## src/rtl/topk_pkg.sv

```systemverilog
// Shared types for the top-k sort scheduler: requester id and the delay-line entry
// that shadows each group while it is inside the external sorter.
package topk_pkg;

  // Ids are carried at this width internally and trimmed to clog2(NUM_REQ) at the port.
  localparam int MAX_NUM_REQ = 256;
  localparam int REQ_ID_W    = $clog2(MAX_NUM_REQ);

  typedef logic [REQ_ID_W-1:0] req_id_t;

  typedef struct packed {
    logic    valid;
    req_id_t id;
  } sched_entry_t;

endpackage

```

## src/rtl/topk_sched_fifo.sv

```systemverilog
// Register-based first-word-fall-through result buffer; a push while full is
// accepted only when a pop happens in the same cycle.
module topk_sched_fifo #(
  parameter int WIDTH = 8,
  parameter int DEPTH = 4
) (
  input  logic             clk_i,
  input  logic             rstn_i,
  input  logic             push_i,
  input  logic [WIDTH-1:0] data_i,
  input  logic             pop_i,
  output logic [WIDTH-1:0] data_o,
  output logic             full_o,
  output logic             empty_o
);

  localparam int PW = (DEPTH > 1) ? $clog2(DEPTH) : 1;
  localparam int CW = $clog2(DEPTH + 1);

  logic [WIDTH-1:0] mem [DEPTH];
  logic [PW-1:0]    rd_ptr;
  logic [PW-1:0]    wr_ptr;
  logic [CW-1:0]    count;
  logic             do_push;
  logic             do_pop;

  function automatic logic [PW-1:0] ptr_inc(input logic [PW-1:0] p);
    return (p == PW'(DEPTH - 1)) ? '0 : p + 1'b1;
  endfunction

  assign empty_o = (count == '0);
  assign full_o  = (count == CW'(DEPTH));
  assign do_pop  = pop_i & ~empty_o;
  assign do_push = push_i & (~full_o | do_pop);
  assign data_o  = mem[rd_ptr];

  always_ff @(posedge clk_i) begin
    if (!rstn_i) begin
      rd_ptr <= '0;
      wr_ptr <= '0;
      count  <= '0;
    end else begin
      if (do_push) wr_ptr <= ptr_inc(wr_ptr);
      if (do_pop)  rd_ptr <= ptr_inc(rd_ptr);
      unique case ({do_push, do_pop})
        2'b10:   count <= count + 1'b1;
        2'b01:   count <= count - 1'b1;
        default: count <= count;
      endcase
    end
  end

  always_ff @(posedge clk_i) begin
    if (do_push) mem[wr_ptr] <= data_i;
  end

endmodule

```

## src/rtl/topk_sort_sched.sv

```systemverilog
// Round-robin scheduler feeding a fixed-latency external sorter with credit-based result
// buffering. Optional performance counters: define TOPK_SORT_SCHED_PERF_EN.
module topk_sort_sched
  import topk_pkg::*;
#(
  parameter int DATAWIDTH    = 8,
  parameter int DATALENGTH   = 4,
  parameter int NUM_REQ      = 4,
  parameter int SORT_LATENCY = 3,
  parameter int FIFO_DEPTH   = 4
) (
  input  logic                                             clk_i,
  input  logic                                             rstn_i,
  input  logic [NUM_REQ-1:0]                               req_valid_i,
  output logic [NUM_REQ-1:0]                               req_ready_o,
  input  logic [NUM_REQ-1:0][DATALENGTH-1:0][DATAWIDTH-1:0] req_data_i,
  output logic                                             sort_valid_o,
  output logic [DATALENGTH-1:0][DATAWIDTH-1:0]             sort_x_o,
  input  logic [DATALENGTH-1:0][DATAWIDTH-1:0]             sort_y_i,
  output logic                                             res_valid_o,
  input  logic                                             res_ready_i,
  output logic [$clog2(NUM_REQ)-1:0]                       res_id_o,
  output logic [DATALENGTH-1:0][DATAWIDTH-1:0]             res_data_o,
  output logic [31:0]                                      perf_issued_o,
  output logic [31:0]                                      perf_stall_o
);

  localparam int IDW = $clog2(NUM_REQ);
  localparam int GW  = DATALENGTH * DATAWIDTH;
  localparam int CRW = $clog2(FIFO_DEPTH + 1);

  logic [IDW-1:0]    rr_ptr;
  logic [IDW-1:0]    grant_idx;
  logic [IDW-1:0]    idx_v;
  logic              grant_found;
  logic [CRW-1:0]    credit;
  logic              credit_full;
  logic              issue_ok;
  logic              accept;
  logic              pop;
  logic              fifo_full;
  logic              fifo_empty;
  logic [IDW+GW-1:0] fifo_wdata;
  logic [IDW+GW-1:0] fifo_rdata;
  sched_entry_t      dl [SORT_LATENCY];
  sched_entry_t      tail;
  logic              unused_ok;

  always_comb begin
    grant_found = 1'b0;
    grant_idx   = '0;
    idx_v       = '0;
    for (int k = 0; k < NUM_REQ; k++) begin
      idx_v = IDW'((int'(rr_ptr) + k) % NUM_REQ);
      if (!grant_found && req_valid_i[idx_v]) begin
        grant_found = 1'b1;
        grant_idx   = idx_v;
      end
    end
  end

  // A pop in the same cycle frees a slot, so a full credit pool can still issue.
  assign credit_full  = (credit == CRW'(FIFO_DEPTH));
  assign res_valid_o  = rstn_i & ~fifo_empty;
  assign pop          = res_valid_o & res_ready_i;
  assign issue_ok     = rstn_i & (~credit_full | pop);
  assign req_ready_o  = (issue_ok && grant_found) ? (NUM_REQ'(1) << grant_idx) : '0;
  assign accept       = |(req_valid_i & req_ready_o);
  assign sort_valid_o = accept;
  assign sort_x_o     = accept ? req_data_i[grant_idx] : '0;

  always_ff @(posedge clk_i) begin
    if (!rstn_i) begin
      rr_ptr <= '0;
      credit <= '0;
    end else begin
      if (accept) rr_ptr <= (grant_idx == IDW'(NUM_REQ - 1)) ? '0 : grant_idx + 1'b1;
      unique case ({accept, pop})
        2'b10:   credit <= credit + 1'b1;
        2'b01:   credit <= credit - 1'b1;
        default: credit <= credit;
      endcase
    end
  end

  // Shadow of the sorter pipeline; clearing it on reset drops any late sort_y_i data.
  always_ff @(posedge clk_i) begin
    if (!rstn_i) begin
      for (int i = 0; i < SORT_LATENCY; i++) dl[i] <= '0;
    end else begin
      dl[0] <= '{valid: accept, id: req_id_t'(grant_idx)};
      for (int i = 1; i < SORT_LATENCY; i++) dl[i] <= dl[i-1];
    end
  end

  assign tail       = dl[SORT_LATENCY-1];
  assign fifo_wdata = {IDW'(tail.id), sort_y_i};

  topk_sched_fifo #(
    .WIDTH (IDW + GW),
    .DEPTH (FIFO_DEPTH)
  ) u_fifo (
    .clk_i   (clk_i),
    .rstn_i  (rstn_i),
    .push_i  (tail.valid),
    .data_i  (fifo_wdata),
    .pop_i   (pop),
    .data_o  (fifo_rdata),
    .full_o  (fifo_full),
    .empty_o (fifo_empty)
  );

  assign res_id_o   = fifo_rdata[IDW+GW-1:GW];
  assign res_data_o = fifo_rdata[GW-1:0];

  // Credit accounting keeps pushes away from a full buffer, so full is informational only.
  assign unused_ok = ^{fifo_full, tail.id};

`ifdef TOPK_SORT_SCHED_PERF_EN
  logic [31:0] issued_q;
  logic [31:0] stall_q;

  always_ff @(posedge clk_i) begin
    if (!rstn_i) begin
      issued_q <= '0;
      stall_q  <= '0;
    end else begin
      if (accept) issued_q <= issued_q + 32'd1;
      if ((|req_valid_i) && credit_full) stall_q <= stall_q + 32'd1;
    end
  end

  assign perf_issued_o = issued_q;
  assign perf_stall_o  = stall_q;
`else
  assign perf_issued_o = '0;
  assign perf_stall_o  = '0;
`endif

endmodule

```

## config.mk

```make
export PLATFORM = sky130hd
export DESIGN_NAME = topk_sort_sched
export DESIGN_NICKNAME = d
export VERILOG_FILES = /design/src/rtl/topk_pkg.sv /design/src/rtl/topk_sched_fifo.sv /design/src/rtl/topk_sort_sched.sv
export SDC_FILE = /design/constraint.sdc
export NUM_CORES = 1
export LEC_CHECK = 0
export BUFFER_PORTS_ARGS = -buffer_cell sky130_fd_sc_hd__buf_2
export CAP_MARGIN = 20
export CORE_ASPECT_RATIO = 0.7
export CORE_MARGIN = 2
export CORE_UTILIZATION = 49
export CTS_CLUSTER_DIAMETER = 150
export DETAILED_ROUTE_END_ITERATION = 7
export GPL_ROUTABILITY_DRIVEN = 0
export GPL_TIMING_DRIVEN = 1
export PLACE_DENSITY_LB_ADDON = 0.3
export SYNTH_ARGS = -nofsm -noshare
export SYNTH_HDL_FRONTEND = slang
export SYNTH_HIERARCHICAL = 1
export SYNTH_SLANG_ARGS = --single-unit
```

## constraint.sdc

```tcl
create_clock -name clk_i -period 4.3 [get_ports clk_i]
set_input_delay 0.215 -clock clk_i [delete_from_list [all_inputs] [get_ports clk_i]]
set_output_delay 0.215 -clock clk_i [all_outputs]
set_load 0.01 [all_outputs]
```

==> results.py, run 1 <==
metrics = {
    "global_route": {
        "grt_pass1_vias": 5202,
        "grt.overflow.total": 0,
        "grt_pass1_wl_mm": 30.3,
        "grt_start_max_net_pins": 69,
        "gr-usage-all-layers": 0.247,
        "grt_antenna_before_repair": 4,
    },
    "synth": {
        "synthCells": 563,
        "async_flop_share": 0,
        "yosys.area.top_type": "edfxtp_1",
        "synthTopCellsByArea": "edfxtp_1 53%, mux4_2 8.7%, buf_4 6.7%, dfxtp_1 5.9%, a311oi_1 3.6%",
        "synth-edff-count": 136,
        "synth-seq-cells": 159,
        "yosysWarnings": 6,
        "syn_avg_cell_area_um2": 13.8,
        "synth_seq_area_share": 0.587,
        "yosys.cell_types.count": 41,
        "yosysTopAreaCellShare": 0.527,
        "synth_area_um2": 7740,
        "synthFlopType": "edfxtp_1",
    },
    "hold_path": {
        "min_from": "sort_y_i[20]",
        "hold_class": "input pin to flop",
        "whs_path_depth": 1,
        "holdPathEnd": "u_fifo/mem[1][20]$_DFFE_PP_",
    },
    "worst_setup_path": {
        "setup.worst_path.end_class": "output port",
        "r2r_end": "credit[2]$_SDFFE_PN0P_",
        "crit_buf_inv": 3,
        "cp.required_ns": 4.09,
        "cp_max_fo": 66,
        "crit_type": "flop to output port",
        "arrival_ns": 3.57,
        "reg2reg_setup_slack_ns": 0.95,
        "critPathSlowestCell": "or4_2",
        "crit_path_max_incr_delay_ns": 0.68,
        "worstRegToRegCells": 10,
        "cp_top_family": "buffers and inverters",
        "r2r-start": "rr_ptr[0]$_SDFFE_PN0P_",
        "crit_path_cell_trace": "nor2b_1 -> or4_2 -> nand2_2 -> buf_4 -> a32oi_2 -> buf_4 -> a311oi_1 -> buf_2",
        "critPathLaunchType": "flop",
        "cpMostUsedCell": "buf_4",
        "crit_start": "rr_ptr[0]$_SDFFE_PN0P_",
    },
    "pwr": {
        "powerDensity_nw_per_um2": 472,
        "p_int_w": 0.00310,
        "swShare": 0.302,
        "seqPwrFrac": 0.398,
        "p_sw_w": 0.00134,
        "vdd_ir_drop_max_v": 0.000225,
        "pwr-share-comb": 0.257,
        "leakage_nw": 3.81,
        "p_clk_frac": 0.345,
    },
    "clock_network": {
        "cts.htree.levels": 4,
        "cts_tree": "built",
        "clkLatencyLatePin_ns": 0.41,
        "clk_pin_slew_ns": 0.06,
        "cts-root-buf": "clkbuf_16",
        "cts_sinks": 159,
        "numCtsBuffers": 17,
        "clockBufferDepth": 2,
    },
    "timing": {
        "fin_hold_ws_ns": 0.0153,
        "post-route-period-util": 0.880,
        "finalHoldViolations": 0,
        "slew_violations": 0,
        "slew_headroom": 0.350,
        "finClkSkew_ns": 0.00939,
        "rsz0062_at_grt": "false",
        "setup_viol": 0,
        "period_needed_ns": 3.78,
        "setup_tns_ns": 0,
        "worst_pin_slew_ns": 0.976,
        "fmax_mhz": 264,
    },
    "drt": {
        "wl_met3_mm": 2.26,
        "avgRoutedWirePerCell_um": 21.3,
        "routed_wl_mm": 21.4,
        "vias": 5670,
        "top_layer_used": "met5",
        "ant_nets": 0,
        "wl_met1_mm": 8.88,
        "drc": 0,
        "drtIter0Drc": 521,
        "viasPerCell": 5.65,
        "wl_met2_mm": 9.65,
        "drtPass1Iterations": 6,
    },
    "final_layout": {
        "nFillCells": 1201,
        "multi_input_area_um2": 2680,
        "mostFrequentLayoutCells": "238 x buf_2, 136 x edfxtp_1, 64 x conb_1",
        "fin_util": 0.608,
        "seq_area_um2": 4550,
        "finalNetCount": 968,
        "drive_gt1_frac": 0.391,
        "fin_cells": 1003,
        "final_common_cell": "buf_2",
        "area_growth_pct": 21.6,
    },
    "placement": {
        "port_buffers": 238,
        "place_inst": 967,
        "dpl.hpwl_mm": 15.3,
    },
    "floorplanning": {
        "io_pins": 303,
        "die_y_um": 109,
        "initial_utilization": 0.500,
        "coreArea_um2": 15500,
        "dieArea_um2": 16800,
        "fp.dieW_um": 154,
        "rows": 38,
    },
    "run": {
        "cap_violations": 0,
    },
    "outcome": {
        "status": "completed",
    },
}
cell families (layout without fill, tap and decap cells):
| group | count (synthesis) | count (layout) | synth area share |
|---|---|---|---|
| mux | 38 | 38 | 0.106 |
| simple gates | 149 | 149 | 0.0989 |
| fa+ha+maj | 10 | 10 | 0.0181 |
| flops | 159 | 159 | 0.587 |
| compound gates | 84 | 84 | 0.0851 |
| xor+xnor | 4 | 4 | 0.00452 |
| other cells | 1 | 66 | 0.000484 |
| buf+inv | 118 | 293 | 0.100 |
Yosys cell counts, types with 15 or more instances:
cell type / number
nand2_1: 41
buf_4: 69
dfxtp_1: 23
clkbuf_1: 15
edfxtp_1: 136
a211oi_1: 32
a311oi_1: 32
and3_1: 33
nand3_1: 34
and2_1: 15
mux4_2: 30
through the flow:
stage	cell area [um2]	setup slack, ns	power (W)
finish	9420	0.516	0.00445
global route	9420	0.385	0.00463
CTS	9390	0.595	0.00445
detailed placement	8770	0.909	0.00291
global placement	8770	1.06	0.00287
floorplan	7980	0.986	0.00255
power groups by stage:
stage | Combinational, W | Clock (W) | Sequential [W]
after floorplan | 0.000755 | 0 | 0.00179
final | 0.00114 | 0.00153 | 0.00177
after detailed placement | 0.00111 | 0 | 0.00180
after global routing | 0.00123 | 0.00162 | 0.00178
after CTS | 0.00111 | 0.00156 | 0.00177
after global placement | 0.00108 | 0 | 0.00180
per-layer routing:
metal / global-route usage / vias to the layer above
met5: 0.0327 / -
met4: 0.0787 / 6
met3: 0.103 / 49
met2: 0.361 / 310
met1: 0.335 / 2805
li1: - / 2500
flip-flops by register name, indices dropped and copies added (netlist names), named ones only:
| name | flops |
|---|---|
| u_fifo/mem | 136 |
| dl | 9 |
| credit | 3 |
| u_fifo/count | 3 |
| rr_ptr | 2 |
| u_fifo/rd_ptr | 2 |
| u_fifo/wr_ptr | 2 |
worst reg2reg max path: stages, from the launching register on:
cell	delay [ns]
dfxtp_1	0.39
nor2b_1	0.09
or4_2	0.68
nand2_2	0.10
buf_4	0.51
a32oi_2	0.22
ha_1	0.29
fa_1	0.40
xnor2_1	0.16
or3_1	0.31
a21oi_1	0.14
worst max-delay path by stage:
| stage | endpoint | slack (ns) | depth (start not counted) |
|---|---|---|---|
| 4_1_cts | sort_x_o[1] | 0.59 | 8 |
| 6_report | sort_x_o[1] | 0.52 | 8 |
| 3_3_place_gp | credit[2]$_SDFFE_PN0P_ | 1.06 | 11 |
| 5_1_grt | sort_x_o[1] | 0.38 | 8 |
| 3_5_place_dp | credit[2]$_SDFFE_PN0P_ | 0.91 | 11 |
| 2_1_floorplan | credit[2]$_SDFFE_PN0P_ | 0.99 | 16 |
what timing repair did:
item                      4_1_cts  5_1_grt
hold endpoints to repair        9        2
buffers inserted                0        0
hold buffers                    3        2
resized for setup               0        0
area by class of cell:
cell class | count | area share
Inverter | 14 | 0.00558
Multi-Input combinational cell | 349 | 0.284
Antenna cell | 2 | 0.000531
Tap cell | 200 | 0.0266
Clock inverter | 11 | 0.0177
Clock buffer | 18 | 0.0456
Timing Repair Buffer | 250 | 0.137
Sequential cell | 159 | 0.483
Power figures use the tool's default switching activity.
==> run 2: changes to the inputs <==
--- a/config.mk
+++ b/config.mk
@@ -6,7 +6,6 @@
 export NUM_CORES = 1
 export LEC_CHECK = 0
 export BUFFER_PORTS_ARGS = -buffer_cell sky130_fd_sc_hd__buf_2
-export CAP_MARGIN = 20
 export CORE_ASPECT_RATIO = 0.7
 export CORE_MARGIN = 2
 export CORE_UTILIZATION = 49
@@ -14,7 +13,9 @@
 export DETAILED_ROUTE_END_ITERATION = 7
 export GPL_ROUTABILITY_DRIVEN = 0
 export GPL_TIMING_DRIVEN = 1
+export HOLD_SLACK_MARGIN = 0.15
 export PLACE_DENSITY_LB_ADDON = 0.3
+export RECOVER_POWER = 100
 export SYNTH_ARGS = -nofsm -noshare
 export SYNTH_HDL_FRONTEND = slang
 export SYNTH_HIERARCHICAL = 1
==> run 2 against run 1 <==
  * Critical path type unchanged
  * Combinational power about the same
  * Register-to-register slack got worse by 0.24 ns
  * Clock power about the same
  * Hold slack improved by 0.22 ns
  * Final cell count increased by 2.7%
  * Largest power group unchanged
  * Core utilization increased by 0.77 points
  * Critical path depth unchanged
  * Global-route usage increased by 0.55 points
  * Non-clock buffer count increased by 27
  * The flow now finishes with violations (max-capacitance violations, max-slew violations)
  * Sequential power about the same
  * Flip-flop and latch count unchanged
==> results.py, run 2 (synthesis results as in run 1) <==
metrics = {
    "final_layout": {
        "fin_area_um2": 9540,
        "nFillCells": 1229,
        "seq_area_um2": 4540,
        "multi_input_area_um2": 2660,
        "finalNetCount": 995,
        "reg.largest.list": "u_fifo/mem: 136 flops, dl: 9 flops",
        "final_common_cell": "buf_2",
        "top_register": "u_fifo/mem",
        "mostFrequentLayoutCells": "137 x buf_2, 136 x edfxtp_1, 103 x clkbuf_1",
        "largest_reg_flops": 136,
        "drive_gt1_frac": 0.245,
        "area_growth_pct": 23.2,
    },
    "global_route": {
        "grt_antenna_before_repair": 2,
        "gr-usage-all-layers": 0.252,
        "grt_pass1_wl_mm": 31.0,
        "grt_start_max_net_pins": 69,
        "grt.overflow.total": 0,
        "grt_pass1_vias": 5387,
    },
    "floorplanning": {
        "io_pins": 303,
        "coreArea_um2": 15500,
        "fp.dieW_um": 154,
        "die_y_um": 109,
        "rows": 38,
        "dieArea_um2": 16800,
        "initial_utilization": 0.500,
    },
    "worst_setup_path": {
        "reg2reg_setup_slack_ns": 0.71,
        "crit_start": "rr_ptr[0]$_SDFFE_PN0P_",
        "crit_type": "flop to output port",
        "cp_max_fo": 66,
        "setup.worst_path.end_class": "output port",
        "worstRegToRegCells": 6,
        "r2r-start": "u_fifo/count[0]$_SDFFE_PN0P_",
        "cp.required_ns": 4.09,
        "cp-endpoint": "sort_x_o[22]",
        "r2r_end": "u_fifo/mem[1][1]$_DFFE_PP_",
        "arrival_ns": 3.61,
        "critPathLaunchType": "flop",
    },
    "drt": {
        "ant_nets": 0,
        "avgRoutedWirePerCell_um": 21.2,
        "drc": 0,
        "vias": 5755,
        "drtIter0Drc": 614,
        "routed_wl_mm": 21.9,
        "viasPerCell": 5.59,
        "drtPass1Iterations": 6,
    },
    "timing": {
        "fin_hold_ws_ns": 0.232,
        "setup_viol": 0,
        "worst_pin_slew_ns": 1.87,
        "slew_violations": 140,
        "post-route-period-util": 0.890,
        "finClkSkew_ns": 0.00795,
        "finalHoldViolations": 0,
        "setup_ws_ns": 0.473,
        "setup_tns_ns": 0,
        "slew_headroom": -0.249,
        "rsz0062_at_grt": "false",
        "period_needed_ns": 3.83,
        "fmax_mhz": 261,
    },
    "pwr": {
        "leakage_nw": 3.58,
        "p_int_w": 0.00307,
        "p_clk_frac": 0.347,
        "swShare": 0.306,
        "total_power_w": 0.00443,
        "powerDensity_nw_per_um2": 464,
        "seqPwrFrac": 0.400,
        "p_sw_w": 0.00136,
        "vdd_ir_drop_max_v": 0.000228,
        "pwr-share-comb": 0.252,
    },
    "placement": {
        "dpl.hpwl_mm": 15.3,
        "port_buffers": 238,
        "dp_slack_ns": 0.909,
        "placed_cell_area_um2": 8770,
    },
    "outcome": {
        "status": "finished with violations",
        "violations": "max-capacitance violations, max-slew violations",
    },
    "clock_network": {
        "numCtsBuffers": 17,
        "cts_resized": 0,
        "cts.htree.levels": 4,
        "clkLatencyLatePin_ns": 0.42,
        "clk_pin_slew_ns": 0.06,
        "cts_sinks": 159,
        "clockBufferDepth": 2,
        "cts_tree": "built",
        "cts-root-buf": "clkbuf_16",
    },
    "hold_path": {
        "min_from": "rstn_i",
        "hold_class": "input pin to flop",
    },
    "run": {
        "cap_violations": 5,
    },
}
-- run 2: cell count changes in the layout (fill, tap and decap cells not counted), moves of 2 or more --
| cell | change |
|---|---|
| dlygate4sd3_1 | +27 |
| clkbuf_1 | +102 |
| buf_2 | -101 |
| and2_1 | -2 |
| and2_0 | +6 |
| and2_2 | -4 |
-- run 2: critical path, cell delays in order, from the launching register on --
cell and delay, ns:
dfxtp_1 0.39, nor2b_1 0.09, or4_2 0.66, nand2_1 0.13
buf_4 0.53, a32oi_1 0.25, buf_4 0.31, a311oi_1 0.57
clkbuf_1 0.24
-- run 2: worst min path at each step --
stage / end / slack (ns) / cells after the start
2_1_floorplan: u_fifo/mem[0][0]$_DFFE_PP_ / 0.31 / 0
3_3_place_gp: dl[0][10]$_SDFF_PN0_ / 0.41 / 1
3_5_place_dp: dl[0][26]$_SDFF_PN0_ / 0.42 / 1
4_1_cts: u_fifo/count[2]$_SDFFE_PN0P_ / 0.22 / 2
5_1_grt: u_fifo/count[2]$_SDFFE_PN0P_ / 0.24 / 2
6_report: u_fifo/count[2]$_SDFFE_PN0P_ / 0.23 / 2
-- run 2: stage by stage --
step,std cells,utilization
final,1030,0.615
after global routing,1028,0.615
after CTS,1028,0.625
after detailed placement,967,0.566
after global placement,967,0.566
after floorplan,626,-
-- run 2: layer usage --
layer,vias to the layer above,GRT usage,routed length (um)
met5,-,0.0327,88
met4,4,0.0747,408
met3,47,0.0970,2340
met2,312,0.380,10000
met1,2838,0.341,8970
li1,2554,-,-
-- run 2: what timing repair did --
item | in CTS | in global routing
endpoints found under the setup margin | 0 | 0
endpoints found under the hold margin | 128 | 0
buffers inserted | 0 | 0
hold buffers | 32 | 0
-- run 2: power by group through the flow --
stage / clock network, W / registers [W] / logic, W
floorplan: 0 / 0.00179 / 0.000755
global placement: 0 / 0.00180 / 0.00108
detailed placement: 0 / 0.00180 / 0.00111
CTS: 0.00156 / 0.00177 / 0.00114
global route: 0.00163 / 0.00178 / 0.00120
finish: 0.00154 / 0.00177 / 0.00112
-- run 2: final cells by class --
type                       instances  share of cell area
antenna                            2            0.000525
clock buffer                      18              0.0450
clock inverter                    11              0.0174
inverter                          14             0.00551
multi-input combinational        349               0.279
sequential                       159               0.476
tap                              200              0.0262
timing repair buffer             277               0.150
